**config.mk**
```make
export PLATFORM = sky130hd
export DESIGN_NAME = hc_n3_to_n6_decap
export DESIGN_NICKNAME = d
export VERILOG_FILES = /design/src/rtl/hc_pkg.sv /design/src/rtl/hc_out_slice.sv /design/src/rtl/hc_n3_to_n6_decap.sv
export SDC_FILE = /design/constraint.sdc
export NUM_CORES = 1
export LEC_CHECK = 0
export CAP_MARGIN = 20
export CORE_UTILIZATION = 41
export DETAILED_ROUTE_END_ITERATION = 12
export PLACE_DENSITY = 0.84
export SETUP_SLACK_MARGIN = 0.02
export SLEW_MARGIN = 30
export SYNTH_ARGS = -nofsm -noshare
export SYNTH_HDL_FRONTEND = slang
export SYNTH_SLANG_ARGS = --single-unit
export TNS_END_PERCENT = 5
```
**constraint.sdc**
```tcl
create_clock -name CLK -period 2.84 [get_ports CLK]
set_input_delay 0.426 -clock CLK [delete_from_list [all_inputs] [get_ports CLK]]
set_output_delay 0.426 -clock CLK [all_outputs]
set_load 0.02 [all_outputs]
```
**src/rtl/hc_pkg.sv**
```systemverilog
// Shared definitions for the N3-to-N6 GTP-U decapsulation path.
package hc_pkg;

  typedef enum logic [1:0] {
    IDLE,
    HDR_PARSE,
    PAYLOAD_FWD,
    DROP
  } HC_N6_STATES;

  localparam logic [15:0] GTPU_UDP_PORT  = 16'd2152;
  localparam logic [7:0]  GTP_TPDU_TYPE  = 8'hFF;
  localparam logic [7:0]  IPV4_PROTO_UDP = 8'd17;
  localparam logic [3:0]  IPV4_VERSION   = 4'd4;
  localparam logic [2:0]  GTP_VERSION    = 3'd1;

endpackage

```
**src/rtl/hc_out_slice.sv**
```systemverilog
// Single registered valid/ready slice carrying a data word with sop/eop framing.
module hc_out_slice #(
  parameter int unsigned W = 32
) (
  input  logic         clk_i,
  input  logic         rst_i,
  input  logic [W-1:0] data_i,
  input  logic         sop_i,
  input  logic         eop_i,
  input  logic         valid_i,
  output logic         ready_o,
  output logic [W-1:0] data_o,
  output logic         sop_o,
  output logic         eop_o,
  output logic         valid_o,
  input  logic         ready_i
);

  logic [W-1:0] data_q;
  logic         sop_q;
  logic         eop_q;
  logic         valid_q;

  assign ready_o = !valid_q || ready_i;
  assign data_o  = data_q;
  assign sop_o   = sop_q;
  assign eop_o   = eop_q;
  assign valid_o = valid_q;

  always_ff @(posedge clk_i or posedge rst_i) begin
    if (rst_i) begin
      data_q  <= '0;
      sop_q   <= 1'b0;
      eop_q   <= 1'b0;
      valid_q <= 1'b0;
    end else if (valid_i && ready_o) begin
      data_q  <= data_i;
      sop_q   <= sop_i;
      eop_q   <= eop_i;
      valid_q <= 1'b1;
    end else if (ready_i) begin
      valid_q <= 1'b0;
    end
  end

endmodule

```
**src/rtl/hc_n3_to_n6_decap.sv**
```systemverilog
// Strips IPv4/UDP/GTP-U encapsulation from N3 packets and forwards the inner payload to N6.
module hc_n3_to_n6_decap
  import hc_pkg::*;
#(
  parameter int unsigned ID_W       = 16,
  parameter int unsigned CNT_W      = 16,
  parameter int unsigned TEID_CHECK = 0
) (
  input  logic             CLK,
  input  logic             reset,
  input  logic [31:0]      packet_i,
  input  logic             packet_valid_i,
  input  logic             packet_sop_i,
  input  logic             packet_eop_i,
  output logic             packet_ready_o,
  input  logic [31:0]      cfg_teid_i,
  output logic [31:0]      packet_o,
  output logic             packet_valid_o,
  output logic             packet_sop_o,
  output logic             packet_eop_o,
  input  logic             packet_ready_i,
  output logic [ID_W-1:0]  packet_id_o,
  output logic             drop_o,
  output logic             err_o,
  output logic [CNT_W-1:0] drop_cnt_o
);

  HC_N6_STATES      state_q, state_d;
  logic [4:0]       idx_q, idx_d;
  logic [3:0]       ihl_q, ihl_d;
  logic             ext_q, ext_d;
  logic             first_q, first_d;
  logic             drop_q, drop_d;
  logic             err_q, err_d;
  logic [ID_W-1:0]  id_q;
  logic [CNT_W-1:0] cnt_q;

  logic       rdy, accept, in_hdr, fail, fwd_valid, ext_eff;
  logic [3:0] ihl_eff;
  logic [4:0] ihl_w, cur_idx, hlen;

  // A sop word always restarts header parsing at index 0, whatever the current state.
  assign accept  = packet_valid_i && rdy;
  assign ihl_eff = packet_sop_i ? packet_i[27:24] : ihl_q;
  assign ext_eff = packet_sop_i ? 1'b0 : ext_q;
  assign cur_idx = packet_sop_i ? '0 : idx_q;
  assign ihl_w   = {1'b0, ihl_eff};
  assign hlen    = ihl_w + 5'd4 + {4'b0000, ext_eff};

  always_comb begin
    fail = 1'b0;
    if (cur_idx == 5'd0 && (packet_i[31:28] != IPV4_VERSION || packet_i[27:24] < 4'd5))
      fail = 1'b1;
    if (cur_idx == 5'd2 && packet_i[23:16] != IPV4_PROTO_UDP)
      fail = 1'b1;
    if (cur_idx == ihl_w && packet_i[15:0] != GTPU_UDP_PORT)
      fail = 1'b1;
    if (cur_idx == ihl_w + 5'd2 &&
        (packet_i[31:29] != GTP_VERSION || packet_i[23:16] != GTP_TPDU_TYPE))
      fail = 1'b1;
    if (TEID_CHECK != 0 && cur_idx == ihl_w + 5'd3 && packet_i != cfg_teid_i)
      fail = 1'b1;
    if (ext_eff && cur_idx == ihl_w + 5'd4 && packet_i[7:0] != 8'h00)
      fail = 1'b1;
  end

  always_comb begin
    state_d   = state_q;
    idx_d     = idx_q;
    ihl_d     = ihl_q;
    ext_d     = ext_q;
    first_d   = first_q;
    drop_d    = 1'b0;
    err_d     = 1'b0;
    fwd_valid = 1'b0;
    in_hdr    = packet_sop_i || (state_q == HDR_PARSE);
    if (accept) begin
      if (packet_sop_i && state_q != IDLE) err_d = 1'b1;
      if (in_hdr) begin
        ihl_d = ihl_eff;
        ext_d = ext_eff;
        idx_d = cur_idx + 5'd1;
        if (cur_idx == ihl_w + 5'd2) ext_d = |packet_i[26:24];
        // eop anywhere inside the header is a runt and counts as a drop.
        if (fail || packet_eop_i) begin
          drop_d  = 1'b1;
          state_d = packet_eop_i ? IDLE : DROP;
        end else if (cur_idx == hlen - 5'd1) begin
          state_d = PAYLOAD_FWD;
          first_d = 1'b1;
        end else begin
          state_d = HDR_PARSE;
        end
      end else begin
        case (state_q)
          PAYLOAD_FWD: begin
            fwd_valid = 1'b1;
            first_d   = 1'b0;
            if (packet_eop_i) state_d = IDLE;
          end
          DROP: begin
            if (packet_eop_i) state_d = IDLE;
          end
          default: ;
        endcase
      end
    end
  end

  always_ff @(posedge CLK or posedge reset) begin
    if (reset) begin
      state_q <= IDLE;
      idx_q   <= '0;
      ihl_q   <= '0;
      ext_q   <= 1'b0;
      first_q <= 1'b0;
      drop_q  <= 1'b0;
      err_q   <= 1'b0;
      id_q    <= '0;
      cnt_q   <= '0;
    end else begin
      state_q <= state_d;
      idx_q   <= idx_d;
      ihl_q   <= ihl_d;
      ext_q   <= ext_d;
      first_q <= first_d;
      drop_q  <= drop_d;
      err_q   <= err_d;
      // The id advances only when a forwarded packet's last word actually leaves.
      if (packet_valid_o && packet_ready_i && packet_eop_o) id_q <= id_q + ID_W'(1);
      if (drop_d && cnt_q != '1) cnt_q <= cnt_q + CNT_W'(1);
    end
  end

  hc_out_slice #(.W(32)) u_out_slice (
    .clk_i   (CLK),
    .rst_i   (reset),
    .data_i  (packet_i),
    .sop_i   (first_q),
    .eop_i   (packet_eop_i),
    .valid_i (fwd_valid),
    .ready_o (rdy),
    .data_o  (packet_o),
    .sop_o   (packet_sop_o),
    .eop_o   (packet_eop_o),
    .valid_o (packet_valid_o),
    .ready_i (packet_ready_i)
  );

  assign packet_ready_o = rdy;
  assign packet_id_o    = id_q;
  assign drop_o         = drop_q;
  assign err_o          = err_q;
  assign drop_cnt_o     = cnt_q;

endmodule

```
# --- Yosys cells after proc, flatten, opt, wreduce, memory -nomap -nowiden ---
# Index checks and enable logic that the tools add are counted.
totals:
  reg_bits: 82
  latch_bits: 0
  ramBits: 0
  rom_bits: 0
  in_bits: 70
  elab_cells: 96
  memories: 0
op_classes:
  n_addsub: 7
  n_mul: 0
  div_mod_pow: 0
  magnitude_cmp: 1
  n_eq_ne: 16
  shift: 0
  mux: 29
  n_bitwise: 0
  n_reduce_logical: 30
op_table:
  columns: ["op", "count"]
  rows:
  - ["$add A16 B1 Y16 const B", 2]
  - ["$mux W1", 21]
  - ["$ne A16 B12 Y1 const B", 1]
  - ["$ne A16 B16 Y1 const B", 1]
  - ["$eq A5 B5 Y1", 3]
  - ["$logic_and A1 B1 Y1", 12]
  - ["$mux W2", 6]
  - ["$reduce_bool A2 Y1", 5]
  - ["$ne A8 B5 Y1 const B", 1]
  - ["$ne A8 B8 Y1 const B", 1]
  - ["$reduce_bool A8 Y1", 1]
  - ["$add A4 B2 Y5 const B", 1]
  - ["$add A4 B3 Y5 const B", 1]
  - ["$add A5 B1 Y5", 1]
  - ["$add A5 B1 Y5 const B", 1]
  - ["$eq A5 B2 Y1 const B", 1]
  - ["$eq A5 B4 Y1", 1]
  - ["$logic_not A5 Y1", 1]
  - ["$logic_or A1 B1 Y1", 5]
  - ["$mux W5", 1]
  - ["$sub A5 B1 Y5 const B", 1]
  - ["$eq A2 B2 Y1 const B", 2]
  - ["$lt A4 B3 Y1 const B", 1]
  - ["$mux W4", 1]
  - ["11 further kinds", 11]

# --- Depth between registers and ports, before layout ---
# Gate-level depths: netlist (run 1).
logic_depth:
  depth_word: 13
  ltp_mapped: 13

# --- Cells and area by module ---
# From an unflattened synthesis (run 1), not the netlist that was laid out.
hier_totals:
  cells_unflattened: 374
  area_unflattened_um2: 4246.6
by_module_without_submodules:
  columns: ["module", "instances", "cells_per_inst", "area_each_um2", "seq_area_each_um2"]
  rows:
  - ["hc_n3_to_n6_decap", 1, 298, 2778.9, 1176.1]
  - ["hc_out_slice", 1, 76, 1467.7, 875.8]

# --- Worst setup path after synthesis (run 1) ---
# No wires, ideal clock.
synth_timing:
  path_type: "input-to-reg"
  from: "input packet_sop_i"
  to: "register cnt_q[12] (netlist: drop_cnt_o[12])"
  setup_ns: 0.128
  arrival_ns: 2.856
  t_required_ns: 2.712
  setup_slack_ns: -0.144
  path_stages: 12
  n_path_buf: 2
  path_cell_list: "buf_6 buf_2 mux2i_1 inv_1 ha_1 xnor2_1 nor4_1 a21oi_2 nor3_2 nor4_4 nor4_2 mux2_1"
synth_between:
  word_cells_on_any_way: 27
  cone_classes: "2 x add/sub; 4 x eq/ne; 11 x mux; 10 x reduce/logical"
synth_rtl:
  columns: ["element", "line_no", "text"]
  rows:
  - ["start: declaration", "hc_n3_to_n6_decap.sv:13", "input logic packet_sop_i,"]
  - ["$mux W4 (*)", "hc_n3_to_n6_decap.sv:44", "assign ihl_eff = packet_sop_i ? packet_i[27:24] : ihl_q;"]
  - ["via ihl_eff[2]", "hc_n3_to_n6_decap.sv:39", "logic [3:0] ihl_eff;"]
  - ["$add A4 B2 Y5, or another cell as far along", "hc_n3_to_n6_decap.sv:58", "if (cur_idx == ihl_w + 5'd2 &&"]
  - ["$eq A5 B5 Y1, or another cell as far along", "hc_n3_to_n6_decap.sv:58", null]
  - ["$logic_and A1 B1 Y1, or another cell as far along", "hc_n3_to_n6_decap.sv:58", null]
  - ["$mux W1 or $logic_and A1 B1 Y1 (tied branches)", "hc_n3_to_n6_decap.sv:58, hc_n3_to_n6_decap.sv:63", null]
  - ["$mux W1 (*)", "hc_n3_to_n6_decap.sv:63", "if (ext_eff && cur_idx == ihl_w + 5'd4 && packet_i[7:0] != 8'h00)"]
  - ["$logic_or A1 B1 Y1 (*)", "hc_n3_to_n6_decap.sv:85", "if (fail || packet_eop_i) begin"]
  - ["$mux W1 (*)", "hc_n3_to_n6_decap.sv:85", null]
  - ["$mux W1 (*)", "hc_n3_to_n6_decap.sv:79", "if (in_hdr) begin"]
  - ["$mux W1 (*)", "hc_n3_to_n6_decap.sv:77", "if (accept) begin"]
  - ["$logic_and A1 B1 Y1 (*)", "hc_n3_to_n6_decap.sv:131", "if (drop_d && cnt_q != '1) cnt_q <= cnt_q + CNT_W'(1);"]
  - ["end signal: assignment", "hc_n3_to_n6_decap.sv:131", null]
  - ["end: declaration", "hc_n3_to_n6_decap.sv:36", "logic [CNT_W-1:0] cnt_q;"]
# Mark *: on every way through the listed nets, which the timed path passes. The rest lies on a longest branch.
# A chain may end at the register's enable or synchronous reset.

# --- Final worst setup path (run 1) ---
layout_timing:
  from: "input packet_i[25]"
  to: "register cnt_q[15] (netlist: drop_cnt_o[15])"
layout_between:
  word_cells_on_any_way: 23
  cone_classes: "2 x add/sub; 1 x order compare; 3 x eq/ne; 9 x mux; 8 x reduce/logical"
layout_rtl:
  columns: ["element", "line_no", "text"]
  rows:
  - ["start: declaration", "hc_n3_to_n6_decap.sv:11", "input logic [31:0] packet_i,"]
  - ["$mux W4 (*)", "hc_n3_to_n6_decap.sv:44", null]
  - ["via ihl_eff[1]", "hc_n3_to_n6_decap.sv:39", null]
  - ["$add A4 B2 Y5, or another cell as far along", "hc_n3_to_n6_decap.sv:58", null]
  - ["$eq A5 B5 Y1, or another cell as far along", "hc_n3_to_n6_decap.sv:58", null]
  - ["$logic_and A1 B1 Y1, or another cell as far along", "hc_n3_to_n6_decap.sv:58", null]
  - ["$mux W1 or $logic_and A1 B1 Y1 (tied branches)", "hc_n3_to_n6_decap.sv:58, hc_n3_to_n6_decap.sv:63", null]
  - ["$mux W1 (*)", "hc_n3_to_n6_decap.sv:63", null]
  - ["$logic_or A1 B1 Y1 (*)", "hc_n3_to_n6_decap.sv:85", null]
  - ["$mux W1 (*)", "hc_n3_to_n6_decap.sv:85", null]
  - ["$mux W1 (*)", "hc_n3_to_n6_decap.sv:79", null]
  - ["$mux W1 (*)", "hc_n3_to_n6_decap.sv:77", null]
  - ["$logic_and A1 B1 Y1 (*)", "hc_n3_to_n6_decap.sv:131", null]
# Marked as above.

==> results of run 1 <==
-- sequential cells by signal, summed over array words and instances, names as in the netlist, 2 cells and up --
| signal | count |
|---|---|
| u_out_slice.data_o | 32 |
| ihl_q | 4 |
| idx_q | 5 |
| packet_id_o | 16 |
| drop_cnt_o | 16 |
| state_q | 2 |
-- worst reg2reg max path: cells and delay by family, from the launching register on --
family	cells	cell delay, ns
fa+ha+maj	1	0.24
compound gates	1	0.11
xor+xnor	1	0.13
flops	1	0.43
mux	2	0.54
simple gates	4	0.84
buf+inv	2	0.28
-- cell families after synthesis --
family                   count (synthesis)  share of synthesized area [%]
AND/OR/NAND/NOR                        131                          18.25
flip-flops                              82                          49.64
XOR/XNOR                                43                          9.473
multiplexers                            42                          11.44
AO/OA/AOI/OAI                           36                          5.236
buffers and inverters                   23                          2.936
adder cells (fa/ha/maj)                 10                          3.027
-- final timing paths --
path	start	end	slack [ns]	cells after the start
hold reg to reg	packet_id_o[15]$_DFFE_PP0P_	packet_id_o[15]$_DFFE_PP0P_	0.48	1
setup / recovery	packet_i[25]	drop_cnt_o[15]$_DFFE_PP0P_	0.08	13
setup reg to reg	ihl_q[2]$_DFFE_PP0P_	drop_cnt_o[15]$_DFFE_PP0P_	0.16	11
max in group asynchronous	reset	u_out_slice.data_o[30]$_DFFE_PP0P_	1.71	3
hold / removal	reset	packet_id_o[0]$_DFFE_PP0P_	0.47	2
min in group CLK	packet_id_o[15]$_DFFE_PP0P_	packet_id_o[15]$_DFFE_PP0P_	0.48	1
-- final cells by class --
type	count	area [um^2]	share of cell area [%]
Clock buffer	9	123.9	2.122
Clock inverter	5	103.9	1.779
Inverter	9	35.03	0.6002
Multi-Input combinational cell	262	2032	34.81
Sequential cell	82	2052	35.16
Tap cell	133	166.4	2.851
Timing Repair Buffer	137	1324	22.68
-- report_power, final --
group	switching, mW	leakage (nW)	internal (mW)	total, mW
clock	0.413	0.116	0.576	0.989
sequential	0.269	1.04	1.53	1.80
combinational	1.07	1.37	1.17	2.24
total	1.75	2.52	3.28	5.03
-- per-stage QoR --
stage	power (mW)	setup TNS, ns	utilization (%)
floorplan	3.038	0	-
global placement	3.965	-6.745	56.49
detailed placement	4.031	-8.265	56.49
CTS	5.077	0	59.66
global route	5.340	0	59.72
finish	5.032	0	59.72
-- cell usage after synthesis, types with 3 or more instances --
cell / count / area [um^2]
sky130_fd_sc_hd__dfrtp_1: 82 / 2052
sky130_fd_sc_hd__mux2_2: 36 / 405.4
sky130_fd_sc_hd__nand2_1: 30 / 112.6
sky130_fd_sc_hd__xnor2_1: 23 / 201.4
sky130_fd_sc_hd__xor2_1: 18 / 157.7
sky130_fd_sc_hd__nor2_1: 16 / 60.06
sky130_fd_sc_hd__nand4_1: 15 / 93.84
sky130_fd_sc_hd__o21ai_0: 15 / 75.07
sky130_fd_sc_hd__nor3_1: 12 / 60.06
sky130_fd_sc_hd__ha_1: 10 / 125.1
sky130_fd_sc_hd__inv_1: 9 / 33.78
sky130_fd_sc_hd__nand3_1: 9 / 45.04
sky130_fd_sc_hd__a21oi_1: 7 / 35.03
sky130_fd_sc_hd__or3_1: 6 / 37.54
sky130_fd_sc_hd__and3_1: 5 / 31.28
sky130_fd_sc_hd__clkbuf_1: 5 / 18.77
sky130_fd_sc_hd__nor4_1: 5 / 31.28
sky130_fd_sc_hd__and2_1: 4 / 25.02
sky130_fd_sc_hd__buf_2: 4 / 20.02
sky130_fd_sc_hd__buf_6: 4 / 45.04
sky130_fd_sc_hd__nand2b_1: 4 / 25.02
sky130_fd_sc_hd__nor2b_1: 4 / 25.02
sky130_fd_sc_hd__a21boi_0: 3 / 22.52
sky130_fd_sc_hd__and4_1: 3 / 26.28
sky130_fd_sc_hd__mux2i_1: 3 / 30.03
-- placed cells by master, fill, tap and decap left out, types with 3 or more instances in the layout --
master	instances
sky130_fd_sc_hd__nor2_1	16
sky130_fd_sc_hd__a21oi_1	6
sky130_fd_sc_hd__dfrtp_1	82
sky130_fd_sc_hd__o21ai_0	15
sky130_fd_sc_hd__inv_1	7
sky130_fd_sc_hd__bufinv_16	3
sky130_fd_sc_hd__nor3_1	12
sky130_fd_sc_hd__xnor2_1	23
sky130_fd_sc_hd__xor2_1	18
sky130_fd_sc_hd__nand2_1	30
sky130_fd_sc_hd__and3_1	5
sky130_fd_sc_hd__or3_1	6
sky130_fd_sc_hd__clkbuf_8	9
sky130_fd_sc_hd__and4_1	3
sky130_fd_sc_hd__nor4_1	4
sky130_fd_sc_hd__nand3_1	9
sky130_fd_sc_hd__nand2b_1	4
sky130_fd_sc_hd__buf_4	27
sky130_fd_sc_hd__nor4_4	3
sky130_fd_sc_hd__and2_1	4
sky130_fd_sc_hd__clkdlybuf4s50_1	105
sky130_fd_sc_hd__nand4_1	15
sky130_fd_sc_hd__mux2_2	36
sky130_fd_sc_hd__ha_1	8
sky130_fd_sc_hd__nor2b_1	4
-- repair_timing --
item                       CTS  global route
pin swaps                    3             2
gates cloned                 0             0
buffers inserted             3             0
gates resized for setup     11             2
setup endpoints to repair   14             7
-- layer usage --
metal  vias up  GRT usage [%]
met1      1600          23.75
met3        13          4.993
met4         0          4.615
met5         -              0
met2        85          35.98
li1       1564              -
==> results.txt, run 1 <==
The top flip-flop cell by instance count after synthesis is sky130_fd_sc_hd__dfrtp_1. The number of global-route vias before repair is 3422. CTS placed an instance of sky130_fd_sc_hd__clkbuf_8 at the clock tree root. The highest fanout seen on the critical path came out at 16. Based on the critical path, the design can be clocked at up to 362.5 MHz. The detailed router used layers up to and including met4. The cell family contributing the most delay on the critical path is buffers and inverters.

The clock input transition at the sequential cells of the worst setup and hold paths came out at roughly 0.080 ns. The first-pass iteration count of the detailed router is 4. The average detailed-routed wire length per instance came out at around 15 um. TritonCTS built the clock tree. The first global-routing pass estimated 16060 um of wire. The flow ran to the end, and the final reports show no timing, DRC or antenna violations. The leakage power came out at ~2.5 nW. The final wirelength is 9725 um.

The worst slack on hold paths is 0.4708 ns. The detail route stage leaves a number of antenna-violating nets equal to 0. The final route contains 3262 vias. The number of max-cap violations is 0. The initial utilization of the core area, before any placement, comes to 42.29%.

The fill cell instance count of the final layout came out at 813. The routed design uses 434 um of met3 wire. The number of flip-flops and latches in the synthesized netlist came out at 82. The standard cell area after detailed placement is 5522 um^2. Setup violations remaining at the end of the flow were counted as 0. Global routing consumed, over all layers together, between 10% and 20% of the routing resources. The clock latency reported for the late side of the worst-skew pair came out at 0.35 ns. The initial antenna violation count came out at 0.

The worst setup slack before clock tree synthesis came out at -0.6249 ns. The total count of hold-check failures in the final report came out at 0. The vertical die dimension is roughly 100 um.

The antenna diode count came out at 0. The die outline area is 10490 um^2. On the final layout, the worst clock skew is 0.009540 ns. The headroom to the max-slew limit came out at 55.40%.

For this run, the slowest stage of the critical path takes 0.43 ns. The number of nets in the finished design came out at 581. Synthesis produced a netlist whose cell count is approximately 370. The horizontal extent of the die is 102.4 um. For the worst setup path, the data arrival time is 3.00 ns. Counting every net in the synthesized netlist gives 447.

The final worst setup slack is between 0.08 and 0.09 ns. The max-slew violation count is 0. After routing the design area is a little under 6000 um^2.

The total power divided by cell area is 862.2 nW/um^2. The largest individual stage delay along the critical path comes from the cell sky130_fd_sc_hd__clkdlybuf4s50_1. The data required time at the worst endpoint is 3.08 ns. Walking the worst path, the cells encountered are clkdlybuf4s50_1, nand2_1, a21boi_4, buf_4, buf_4, inv_1, ha_1, xnor2_2, nor3_2, nor4_4, buf_12, nor4_4, mux2_1. The sequential element share of the synthesized area came out at 49.64%.

The number of warnings reported in the yosys synthesis log is 0. The count of placed standard cells in the final layout, fillers left out came out at 637. The H-tree was split into 3 levels.

During placement, the flow inserted port buffers numbering between 100 and 150. The number of enable-type register cells in the synthesized netlist came out at 0. The clock sink count came out at 82. Setup repair after global routing could not meet its margin everywhere. The netlist area before placement came out at 4134 um^2.

The final HPWL from detailed placement came out at 7388 um. The area growth from synthesis to layout is 41.19%. The count of boundary I/O pins is between 100 and 150. The first-iteration detailed-routing DRC count is 110.

The placement row count came out at 36. The clock period could shrink to 2.759 ns. The count of buffer and inverter cells on the critical path came out at 5. The last weighted congestion value of the routability-driven placer is just under 0.9. The number of distinct library cells after synthesis is 52. The type of element capturing the critical path is a flip-flop. The detailed-route vias per instance came out at slightly above 5. The post-detailed-route DRC marker count is 0. The type of the setup path with the least slack is input port to flip-flop.

The region available for standard cell placement spans about 9800 um^2. The final worst-path cycle share came out at 97.14%. The peak ir drop on the vdd network came out at 0.3245 mV. The fraction of final layout cells with drive strength greater than 1 came out at between 20 and 25%.

The routed metal-1 wirelength is 4238 um. The quantity of hold-fixing buffers added after cts came out at 0. The measured slew at the worst slew-check pin is ~0.67 ns. The worst hold path belongs to the class input port to asynchronous set/reset pin.

No sink is reached through more buffers than the 2 on the longest clock path. STA classifies the critical path startpoint as an input port. The overall overflow remaining after global route came out at 0.

Averaged over all synthesized cells, the footprint is about 11 um^2. The amount of wire on met2 after detailed routing came out at 4943 um. The number of cells in the design after placement came out at 620. The number of clock buffers added by TritonCTS is 9. The largest net degree at the start of global routing is 47. The fraction of synthesis flops using an asynchronous set or reset pin is 100.0%.
Power figures use the tool's default switching activity.
==> run 2, diff against run 1 <==
--- a/config.mk
+++ b/config.mk
@@ -5,6 +5,7 @@
 export SDC_FILE = /design/constraint.sdc
 export NUM_CORES = 1
 export LEC_CHECK = 0
+export ABC_CLOCK_PERIOD_IN_PS = 2840
 export CAP_MARGIN = 20
 export CORE_UTILIZATION = 41
 export DETAILED_ROUTE_END_ITERATION = 12
==> results of run 2 <==
Final layout, timing and power as in run 1 (identical DEF).
